## src/rtl/pipeline_io_responder_pkg.sv

```systemverilog
// Shared constants for the MEM-stage I/O responder: register word offsets,
// default window base and the active-low seven-segment glyph table.
package pipeline_io_pkg;

  localparam logic [31:0] IO_BASE_DEFAULT = 32'hFFFF_FF00;

  localparam int SW_W       = 10;
  localparam int HEX_DIGITS = 6;

  // Word offsets, i.e. addr[7:2]
  localparam logic [5:0] OFF_SW       = 6'h00;
  localparam logic [5:0] OFF_LED      = 6'h01;
  localparam logic [5:0] OFF_HEXVAL   = 6'h02;
  localparam logic [5:0] OFF_HEXBLANK = 6'h03;
  localparam logic [5:0] OFF_SWCHG    = 6'h04;

  // Bit 0 = segment a ... bit 6 = segment g, 0 = lit
  function automatic logic [6:0] seg7(input logic [3:0] v);
    logic [6:0] s;
    case (v)
      4'h0: s = 7'h40;
      4'h1: s = 7'h79;
      4'h2: s = 7'h24;
      4'h3: s = 7'h30;
      4'h4: s = 7'h19;
      4'h5: s = 7'h12;
      4'h6: s = 7'h02;
      4'h7: s = 7'h78;
      4'h8: s = 7'h00;
      4'h9: s = 7'h10;
      4'hA: s = 7'h08;
      4'hB: s = 7'h03;
      4'hC: s = 7'h46;
      4'hD: s = 7'h21;
      4'hE: s = 7'h06;
      default: s = 7'h0E;
    endcase
    return s;
  endfunction

endpackage

```

## src/rtl/pipeline_io_responder_debounce.sv

```systemverilog
// Switch conditioner: 2-flop synchroniser plus per-bit stability counter.
// Pin edge reaches o_stable after DEBOUNCE_CYCLES+2 clocks; o_chg pulses on the updating edge.
module io_debounce #(
  parameter int          W               = 10,
  parameter int          CNT_W           = 16,
  parameter logic [15:0] DEBOUNCE_CYCLES = 16'd50000
) (
  input  logic         clock,
  input  logic         resetn,
  input  logic [W-1:0] i_raw,
  output logic [W-1:0] o_stable,
  output logic [W-1:0] o_chg
);

  localparam logic [CNT_W-1:0] LAST = CNT_W'(DEBOUNCE_CYCLES - 16'd1);

  logic [W-1:0]     r_meta;
  logic [W-1:0]     r_sync;
  logic [W-1:0]     r_stable;
  logic [CNT_W-1:0] r_cnt [W];
  logic [W-1:0]     w_chg;

  always_comb begin
    w_chg = '0;
    for (int i = 0; i < W; i++) begin
      w_chg[i] = (r_sync[i] != r_stable[i]) && (r_cnt[i] == LAST);
    end
  end

  // A sample equal to the stable value clears the count, so glitches restart it
  always_ff @(posedge clock or negedge resetn) begin
    if (!resetn) begin
      r_meta   <= '0;
      r_sync   <= '0;
      r_stable <= '0;
      for (int i = 0; i < W; i++) r_cnt[i] <= '0;
    end else begin
      r_meta <= i_raw;
      r_sync <= r_meta;
      for (int i = 0; i < W; i++) begin
        if (r_sync[i] == r_stable[i]) begin
          r_cnt[i] <= '0;
        end else if (r_cnt[i] == LAST) begin
          r_stable[i] <= r_sync[i];
          r_cnt[i]    <= '0;
        end else begin
          r_cnt[i] <= r_cnt[i] + 1'b1;
        end
      end
    end
  end

  assign o_stable = r_stable;
  assign o_chg    = w_chg;

endmodule

```

## src/rtl/pipeline_io_responder.sv

```systemverilog
// MEM-stage I/O responder: LED/7-seg/switch registers in a 256-byte window.
// Loads return one cycle after re (no backpressure); stores take effect on the strobe edge.
module pipeline_io_responder
  import pipeline_io_pkg::*;
#(
  parameter logic [31:0] IO_BASE         = IO_BASE_DEFAULT,
  parameter logic [15:0] DEBOUNCE_CYCLES = 16'd50000,
  parameter int          CNT_W           = 16
) (
  input  logic        clock,
  input  logic        resetn,
  input  logic [31:0] addr,
  input  logic [31:0] wdata,
  input  logic        we,
  input  logic        re,
  output logic [31:0] rdata,
  output logic        rvalid,
  input  logic [9:0]  io_in_sw,
  output logic [9:0]  io_out_led,
  output logic [41:0] io_out_hex
);

  logic [SW_W-1:0]         r_led;
  logic [4*HEX_DIGITS-1:0] r_hexval;
  logic [HEX_DIGITS-1:0]   r_hexblank;
  logic [SW_W-1:0]         r_swchg;
  logic [31:0]             r_rdata;
  logic                    r_rvalid;

  logic                    w_hit;
  logic [5:0]              w_off;
  logic                    w_st;
  logic                    w_ld;
  logic [31:0]             w_rd;
  logic [SW_W-1:0]         w_sw;
  logic [SW_W-1:0]         w_sw_chg;
  logic [SW_W-1:0]         w_swchg_clr;
  logic [41:0]             w_hex;
  logic                    w_unused;

  io_debounce #(
    .W               (SW_W),
    .CNT_W           (CNT_W),
    .DEBOUNCE_CYCLES (DEBOUNCE_CYCLES)
  ) u_debounce (
    .clock    (clock),
    .resetn   (resetn),
    .i_raw    (io_in_sw),
    .o_stable (w_sw),
    .o_chg    (w_sw_chg)
  );

  assign w_hit       = (addr[31:8] == IO_BASE[31:8]);
  assign w_off       = addr[7:2];
  assign w_st        = we & w_hit;
  assign w_ld        = re & w_hit;
  assign w_swchg_clr = (w_st && (w_off == OFF_SWCHG)) ? wdata[SW_W-1:0] : '0;
  assign w_unused    = ^{addr[1:0], wdata[31:24]};

  // Reads see pre-store contents, so a same-cycle we/re returns the old value
  always_comb begin
    w_rd = '0;
    case (w_off)
      OFF_SW:       w_rd[SW_W-1:0]         = w_sw;
      OFF_LED:      w_rd[SW_W-1:0]         = r_led;
      OFF_HEXVAL:   w_rd[4*HEX_DIGITS-1:0] = r_hexval;
      OFF_HEXBLANK: w_rd[HEX_DIGITS-1:0]   = r_hexblank;
      OFF_SWCHG:    w_rd[SW_W-1:0]         = r_swchg;
      default:      w_rd = '0;
    endcase
  end

  always_ff @(posedge clock or negedge resetn) begin
    if (!resetn) begin
      r_led      <= '0;
      r_hexval   <= '0;
      r_hexblank <= '1;
      r_swchg    <= '0;
      r_rdata    <= '0;
      r_rvalid   <= 1'b0;
    end else begin
      r_rvalid <= w_ld;
      if (w_ld) r_rdata <= w_rd;
      if (w_st && (w_off == OFF_LED))      r_led      <= wdata[SW_W-1:0];
      if (w_st && (w_off == OFF_HEXVAL))   r_hexval   <= wdata[4*HEX_DIGITS-1:0];
      if (w_st && (w_off == OFF_HEXBLANK)) r_hexblank <= wdata[HEX_DIGITS-1:0];
      // New change events override a simultaneous clear
      r_swchg <= (r_swchg & ~w_swchg_clr) | w_sw_chg;
    end
  end

  always_comb begin
    w_hex = '0;
    for (int k = 0; k < HEX_DIGITS; k++) begin
      w_hex[7*k +: 7] = r_hexblank[k] ? 7'h7F : seg7(r_hexval[4*k +: 4]);
    end
  end

  assign rdata      = r_rdata;
  assign rvalid     = r_rvalid;
  assign io_out_led = r_led;
  assign io_out_hex = w_hex;

endmodule

```

## config.mk

```make
export PLATFORM = sky130hd
export DESIGN_NAME = pipeline_io_responder
export DESIGN_NICKNAME = d
export VERILOG_FILES = /design/src/rtl/pipeline_io_responder_pkg.sv /design/src/rtl/pipeline_io_responder_debounce.sv /design/src/rtl/pipeline_io_responder.sv
export SDC_FILE = /design/constraint.sdc
export NUM_CORES = 1
export LEC_CHECK = 0
export CORE_ASPECT_RATIO = 1.75
export CORE_MARGIN = 1.5
export CORE_UTILIZATION = 61
export CTS_CLUSTER_DIAMETER = 120
export DETAILED_ROUTE_END_ITERATION = 10
export PLACE_DENSITY_LB_ADDON = 0.15
export REMOVE_ABC_BUFFERS = 1
export SLEW_MARGIN = 20
export SYNTH_ARGS = -nofsm -noshare
export SYNTH_HDL_FRONTEND = slang
export SYNTH_SLANG_ARGS = --single-unit
```

## constraint.sdc

```tcl
create_clock -name clock -period 3.05 [get_ports clock]
set_input_delay 0.61 -clock clock [delete_from_list [all_inputs] [get_ports clock]]
set_output_delay 0.61 -clock clock [all_outputs]
set_load 0.02 [all_outputs]
```

Word level (Yosys, flattened, before mapping)
Memory sizes are Yosys's and may differ from the RTL's.
Cells that the tools add are included.
{"block": "op_classes", "n_eq_ne": 35, "addsub": 10, "bitwise_logic": 15, "n_mux": 30, "n_reduce_logical": 25}
{"op": "$mux 16", "count": 20}
{"op": "$add 16x1->16 const B", "count": 10}
{"op": "$eq 16x16->1 const B", "count": 10}
{"op": "$mux 7", "count": 6}
{"op": "$pmux 6 s5", "count": 1}
{"op": "$eq 24x24->1 const B", "count": 1}
{"op": "$reduce_and 2->1", "count": 10}
{"op": "$pmux 4 s4", "count": 1}
{"op": "$logic_and 1x1->1", "count": 14}
{"op": "$mux 14", "count": 1}
{"op": "$eq 6x2->1 const B", "count": 2}
{"op": "$and 10x10->10", "count": 1}
{"op": "$eq 1x1->1", "count": 10}
{"op": "$mux 10", "count": 1}
{"op": "$ne 1x1->1", "count": 10}
{"op": "$not 1->1", "count": 10}
{"op": "$not 10->10", "count": 1}
{"op": "$or 10x10->10", "count": 1}
{"op": "$eq 6x1->1 const B", "count": 1}
{"op": "$eq 6x3->1 const B", "count": 1}
{"op": "$logic_not 6->1", "count": 1}
{"op": "$and 1x1->1", "count": 2}
{"block": "totals", "rom_bits": 672, "memories": 6, "in_bits": 78, "out_inout_bits": 85, "register_bits": 265}
{"memory": "(name not given)", "words": 16, "word_bits": 7, "rd": 1, "rd_ports_with_merged_regs": 0, "wr": 0, "line": "pipeline_io_responder_pkg.sv:20", "text": "case (v)"}
{"memory": "(name not given)", "words": 16, "word_bits": 7, "rd": 1, "rd_ports_with_merged_regs": 0, "wr": 0, "line": "pipeline_io_responder_pkg.sv:20"}
{"memory": "(name not given)", "words": 16, "word_bits": 7, "rd": 1, "rd_ports_with_merged_regs": 0, "wr": 0, "line": "pipeline_io_responder_pkg.sv:20"}
{"memory": "(name not given)", "words": 16, "word_bits": 7, "rd": 1, "rd_ports_with_merged_regs": 0, "wr": 0, "line": "pipeline_io_responder_pkg.sv:20"}
{"memory": "(name not given)", "words": 16, "word_bits": 7, "rd": 1, "rd_ports_with_merged_regs": 0, "wr": 0, "line": "pipeline_io_responder_pkg.sv:20"}
{"memory": "(name not given)", "words": 16, "word_bits": 7, "rd": 1, "rd_ports_with_merged_regs": 0, "wr": 0, "line": "pipeline_io_responder_pkg.sv:20"}

Longest topological paths before layout
{"block": "logic_depth", "word_depth": 7, "mapped_depth": 6, "depth_no_buf": 6}

Modules after synthesis
From an unflattened synthesis, not the netlist that was laid out.
{"block": "unflattened", "cells_unflattened": 1370, "area_unflattened_um2": 13797.0}
{"module": "io_debounce", "instances": 1, "cells_each": 858, "seq_area_each_um2": 4754.6, "area_each_um2": 8848.5}
{"module": "pipeline_io_responder", "instances": 1, "cells_each": 512, "seq_area_each_um2": 1884.3, "area_each_um2": 4948.5}

Least setup slack after synthesis
Ideal clock, no wire load.
{"block": "synth_timing", "path_kind": "flip-flop to output port", "start": "reg r_hexval[20]", "end": "out io_out_hex[36]", "path_stages_with_launch": 5, "slack_ps": 737, "arrival_ps": 1703, "n_path_buf": 0, "path_cell_list": "dfrtp_1 -> inv_1 -> ha_1 -> inv_1 -> o311ai_0"}
{"block": "synth_via", "elab_chain_cells": 2}
{"element": "start: declaration", "line": "pipeline_io_responder.sv:24", "text": "logic [4*HEX_DIGITS-1:0] r_hexval;"}
{"element": "start signal: assignment", "line": "pipeline_io_responder.sv:85", "text": "if (w_st && (w_off == OFF_HEXVAL)) r_hexval <= wdata[4*HEX_DIGITS-1:0];"}
{"element": "$mem_v2 16x7"}
{"element": "$mux 7", "line": "pipeline_io_responder.sv:95", "text": "w_hex[7*k +: 7] = r_hexblank[k] ? 7'h7F : seg7(r_hexval[4*k +: 4]);"}
{"element": "end: declaration", "line": "pipeline_io_responder.sv:20", "text": "output logic [41:0] io_out_hex"}
No other way between the ends.

Final worst setup path
{"block": "layout_timing", "start": "reg r_hexval[18]", "end": "out io_out_hex[34]"}
Same word-level chain as after synthesis.

==> run metrics <==
CTS Root Buffer Type=clkbuf_16; core area=22600 um^2; first-pass GRT wire length=53.1 mm; ANT cells=0; Clock power frac=0.455; wire length on met3=roughly 1.4 mm; Final Hold Viols=0; Worst-Skew Late Latency=roughly 550 ps; routed length on met2=approximately 17 mm; Initial DRT Pass Iterations=5; Total Routed Length=32.3 mm; Slowest cell on crit path=clkdlybuf4s50_1; max-cap violations=0; Place WS=366 ps; initial antenna violation count=0; Synth warnings=0; Sw Share=0.218; crit path kind=flip-flop to output pin; Hold Crit Class=primary input to asynchronous set/reset pin; post-DR wirelength/cell=17.6 um; final instance area=~17000 um^2; Worst-Margin Slew=557 ps; WL met1=roughly 13 mm; final net count=1642; # H-tree levels=1; Max Root-Sink Buffers=3; TritonCTS Buffers=25; final hold slack=approximately 11 ps; vias in the first global route=11100; most frequent cells in the layout=dfrtp_1, nor2_1, clkdlybuf4s50_1; relative slew slack=0.628; Critical Path, Cell by Cell=or2_2 > a21oi_1 > a311o_1 > clkdlybuf4s50_1; Critical Path AT=2350 ps; peak supply drop=455 uV; Iter 0 DRT Violations=roughly 570; setup_tns=0 ps; via count=~11000; startpoint types=flip-flop; fmax=0.338 GHz; RSZ-0062 raised after global routing=false; I/O Pins=163; Setup crit end kind=output pin; largest net degree at the start of global routing=70; Sw Pwr=1570 uW; number of flops mapped to enable cells by yosys=0; setup ws final=approximately 95 ps; Comb pwr share=0.046; # rows=73; Distinct cells, synth=55; internal power=5640 uW; Area Growth Syn to Fin=19.2%; ANT nets after route=0; max incr delay on CP=610 ps; CTS tree=built; clk_skew=between 15 and 20 ps; uppermost layer routed=met4; detailed placer's ending HPWL=23.2 mm; R2R setup slack=1200 ps; Gate Count Post-Synth=~1400; worst-path fanout max=17; gr usage total=0.280; total congestion overflow=0; die area=23800 um^2; Seq/Total Area, Yosys=0.476; P_leak=0.00758 uW; status=finished clean; Main synth FF type=dfrtp_1; Post-route DRC=0; Die W=117 um; most common cell after layout, fill and taps aside=dfrtp_1; Async SR Flop Fraction=1.00; fin util=0.736; TritonCTS Sinks=265; Die Span Y=203 um; Final Cycle Share=0.969; Initial Utilization=0.618; DR vias/cell=5.90; PortBufs=144; buffers inserted by post-CTS timing repair=0; DP Area=between 15000 and 20000 um^2; Slew Viols, Final=0; Req. time, crit path=2440 ps; Setup-failing EPs final=0; RePlAce Congestion=between 0.8 and 0.9; Avg Cell Area, Syn=about 10 um^2; min cycle time layout=2960 ps; Cell Area, Synth=13900 um^2; pwr dens=between 400 and 500 nW/um^2; Yosys reg bits=265; Reg power frac=0.500; clock transition at the registers of the reported paths=about 70 ps; Worst Reg-to-Reg Cells=5; layout cells sized above 1=0.106
through the flow:
stage                     power (uW)  instances
after CTS                       7270       1836
final                           7210       1836
after global placement          3990       1791
after global routing            7450       1836
after detailed placement        4000       1791
after floorplan                 3760       1325
path summary, 6_finish.rpt:
check	start	to
max	r_hexval[18]	io_out_hex[34]
min	resetn	u_debounce.r_cnt[156]
max reg2reg	u_debounce.r_cnt[112]	u_debounce.r_cnt[114]
min reg2reg	u_debounce.r_meta[4]	u_debounce.r_sync[4]
max in group asynchronous	resetn	rdata[6]
min in group clock	u_debounce.r_meta[4]	u_debounce.r_sync[4]
metal layers:
layer	global-route usage	up-vias
li1	-	5152
met1	0.327	5330
met3	0.0340	82
met5	0	-
met2	0.505	262
met4	0.121	0
worst max-delay path: cells and delay by family (launching register included):
family | cells | cell delay, ps
AND/OR/NAND/NOR | 1 | 360
AO/OA/AOI/OAI | 2 | 300
flip-flops | 1 | 540
buffers and inverters | 1 | 610
cell usage after synthesis, types with 10 or more instances:
library cell	number	share of area
nor4bb_1	20	0.014
or3_1	24	0.011
dfrtp_1	259	0.47
clkbuf_1	39	0.011
nor4b_1	10	0.0063
a211o_1	19	0.012
or4_1	11	0.0059
nor2_1	160	0.043
a31oi_1	12	0.0054
mux2_4	14	0.015
mux2i_1	26	0.019
nor2b_1	10	0.0045
nor4_1	12	0.0054
mux2_2	50	0.040
nand4_1	65	0.029
a21oi_1	42	0.015
nand2_1	85	0.023
xnor2_1	62	0.039
xor2_1	60	0.038
nor3_1	22	0.0079
nand2b_1	16	0.0072
o31ai_1	20	0.011
inv_1	49	0.013
and3_1	38	0.017
o21ai_0	42	0.015
ha_1	46	0.041
nand3_1	80	0.029
power by group through the flow:
stage	clock network (uW)	registers (uW)	logic (uW)
finish	3280	3600	331
CTS	3340	3600	337
global route	3480	3600	372
floorplan	0	3650	108
detailed placement	0	3660	336
global placement	0	3660	327
kinds of logic after synthesis:
group | Yosys count | share of synthesized area
compound gates | 166 | 0.0752
xor+xnor | 122 | 0.0767
fa+ha+maj | 46 | 0.0413
buf+inv | 108 | 0.0326
flops | 265 | 0.476
mux | 91 | 0.0758
other cells | 1 | 0.000269
simple gates | 578 | 0.222
flip-flops by register name, summed over array words and instances, names as in the netlist:
name / count
u_debounce.r_cnt: 160
rdata: 24
r_hexval: 24
rvalid: 1
u_debounce.r_meta: 10
io_out_led: 10
u_debounce.r_sync: 10
r_hexblank: 6
u_debounce.o_stable: 10
r_swchg: 10
area by class of cell:
cell class              instances  area [um^2]
clock buffers                  38          744
clock inverters                 7          119
fillers                      1641         5950
inverters                      49          184
multi-input cells            1011         6880
flip-flops and latches        265         6650
well taps                     300          375
repair buffers                166         1650
repair_timing:
item | CTS | global route
setup endpoints to repair | 22 | 17
hold buffers | 0 | 0
gates resized for setup | 25 | 19
Note: power is estimated with default switching activity, not from simulation.
==> variant: new RTL, same flow settings <==
Put a register stage on the output `io_out_hex`, without a reset. The value now appears one clock later. The other outputs are not delayed to match.
--- a/src/rtl/pipeline_io_responder.sv
+++ b/src/rtl/pipeline_io_responder.sv
@@ -101,3 +101,5 @@
   assign io_out_led = r_led;
-  assign io_out_hex = w_hex;
+  always_ff @(posedge clock) begin
+    io_out_hex <= w_hex;
+  end
 
Formal check against the unedited RTL: not equivalent (Yosys sat finds a counterexample within 4 cycles, from zero or initial values and one cycle with resetn low).
==> variant against the original RTL <==
Design area is 2.6% higher. Register-to-register slack worse by 0.02 ns. Worst setup slack better by 0.68 ns. Total power is 13% higher. Synthesized area is 2.8% higher. Wire length is 6.4% lower. First-iteration DRC count is 21% lower. Sequential cell count is 42 higher. Count of clock-buffer cells in the layout is 2 higher.
==> variant: results (changes against the original RTL) <==
* Non-Clock Buffer Count at 160 (-3.6%)
* GP Congestion at 0.853 (-3.3%)
* Crit Path Max Fanout at 3 (-14)
* Non-Clock Inverter Count at 53 (+8.2%)
* Seq. cell area at 7480 um2 (+12%)
* Switching Fraction at 0.217 (-0.000317)
* Final core occ at 0.733 (-0.00284)
* Placement Setup Slack at 0.284 ns (-0.0822 ns)
* Post-synth top cells: dfrtp_1, nor2_1, xnor2_1
* Crit path from: io_out_led[1]
* Post-DP Area at 16,100 um2 (+2.3%)
* Mux cell area share after synthesis at 0.0699 (-0.00588)
* Xor/xnor share of the synthesized area at 0.0960 (+0.0194)
* WP data arrival at 1.66 ns (-0.69 ns)
* Metal1 wirelength at 11.8 mm (-5.8%)
* Initial antenna violation count at 2 (+2)
* GR Util met2 at 0.457 (-0.0475)
* ANT cells at 2 (+2)
* Slew @ Worst Pin at 0.634 ns (+0.0769 ns)
* Clock sinks at 307 (+16%)
* Max Clk Rate at 440 MHz (+30%)
* Multi-input gates at 970 (-4.1%)
* Top post-synthesis cells by area: dfrtp_1, xnor2_1, nor2_1, dfxtp_1, ha_1
* R2R Path End: io_out_hex[38]
* Synth Area in Adders at 0.0402 (-0.00111)
* GR Util met3 at 0.0316 (-0.00243)
* Outcome: finished, final reports clean
* Clock buffers at 40 (+5.3%)
* Layout cells sized above 1 at 0.0888 (-0.0173)
* Yosys cell types at 56 (+1.8%)
* First-pass GRT wire length at 49.7 mm (-6.4%)
* Signal buffers share of area at 0.0941 (-0.00532)
* Worst-Skew Late Latency at 0.57 ns (+0.02 ns)
* Inst Count DP at 1,794 (+0.17%)
* Routed wl met3 at 1.39 mm (+1.1%)
* Worst R2R Start: r_hexval[20]
* P_leak at 0.00744 uW (-1.9%)
* Vias post-DR at 10,300 (-5.1%)
* Largest net degree at the start of global routing at 77 (+10%)
* Clock buf/inv share at 0.0567 (+0.00470)
* Met1 global-route usage at 0.292 (-0.0356)
* CTS buffer count at 29 (+16%)
* N_taps at 304 (+1.3%)
-- variant: cell types whose count changed after synthesis, moves of 38 or more --
cell / delta
xnor2_1: +59
dfxtp_1: +42
nor2_1: +68
nand4_1: -38
-- variant: how the worst min path moves through the flow --
stage	start	slack [ns]	end	depth (start not counted)
after floorplan	resetn	0.31	io_out_led[0]	0
after CTS	resetn	0.03	r_hexval[22]	1
after detailed placement	u_debounce.r_meta[4]	0.33	u_debounce.r_sync[4]	0
after global placement	u_debounce.r_meta[3]	0.34	u_debounce.r_sync[3]	0
final	resetn	0.008	r_hexval[22]	1
after global routing	resetn	0.05	u_debounce.r_cnt[58]	1
-- variant: power groups by stage --
stage	clock, uW	combinational, uW	sequential, uW
2_1_floorplan	0	101	4210
5_1_grt	3890	353	4140
4_1_cts	3750	320	4140
6_report	3670	313	4140
3_3_place_gp	0	312	4220
3_5_place_dp	0	318	4220
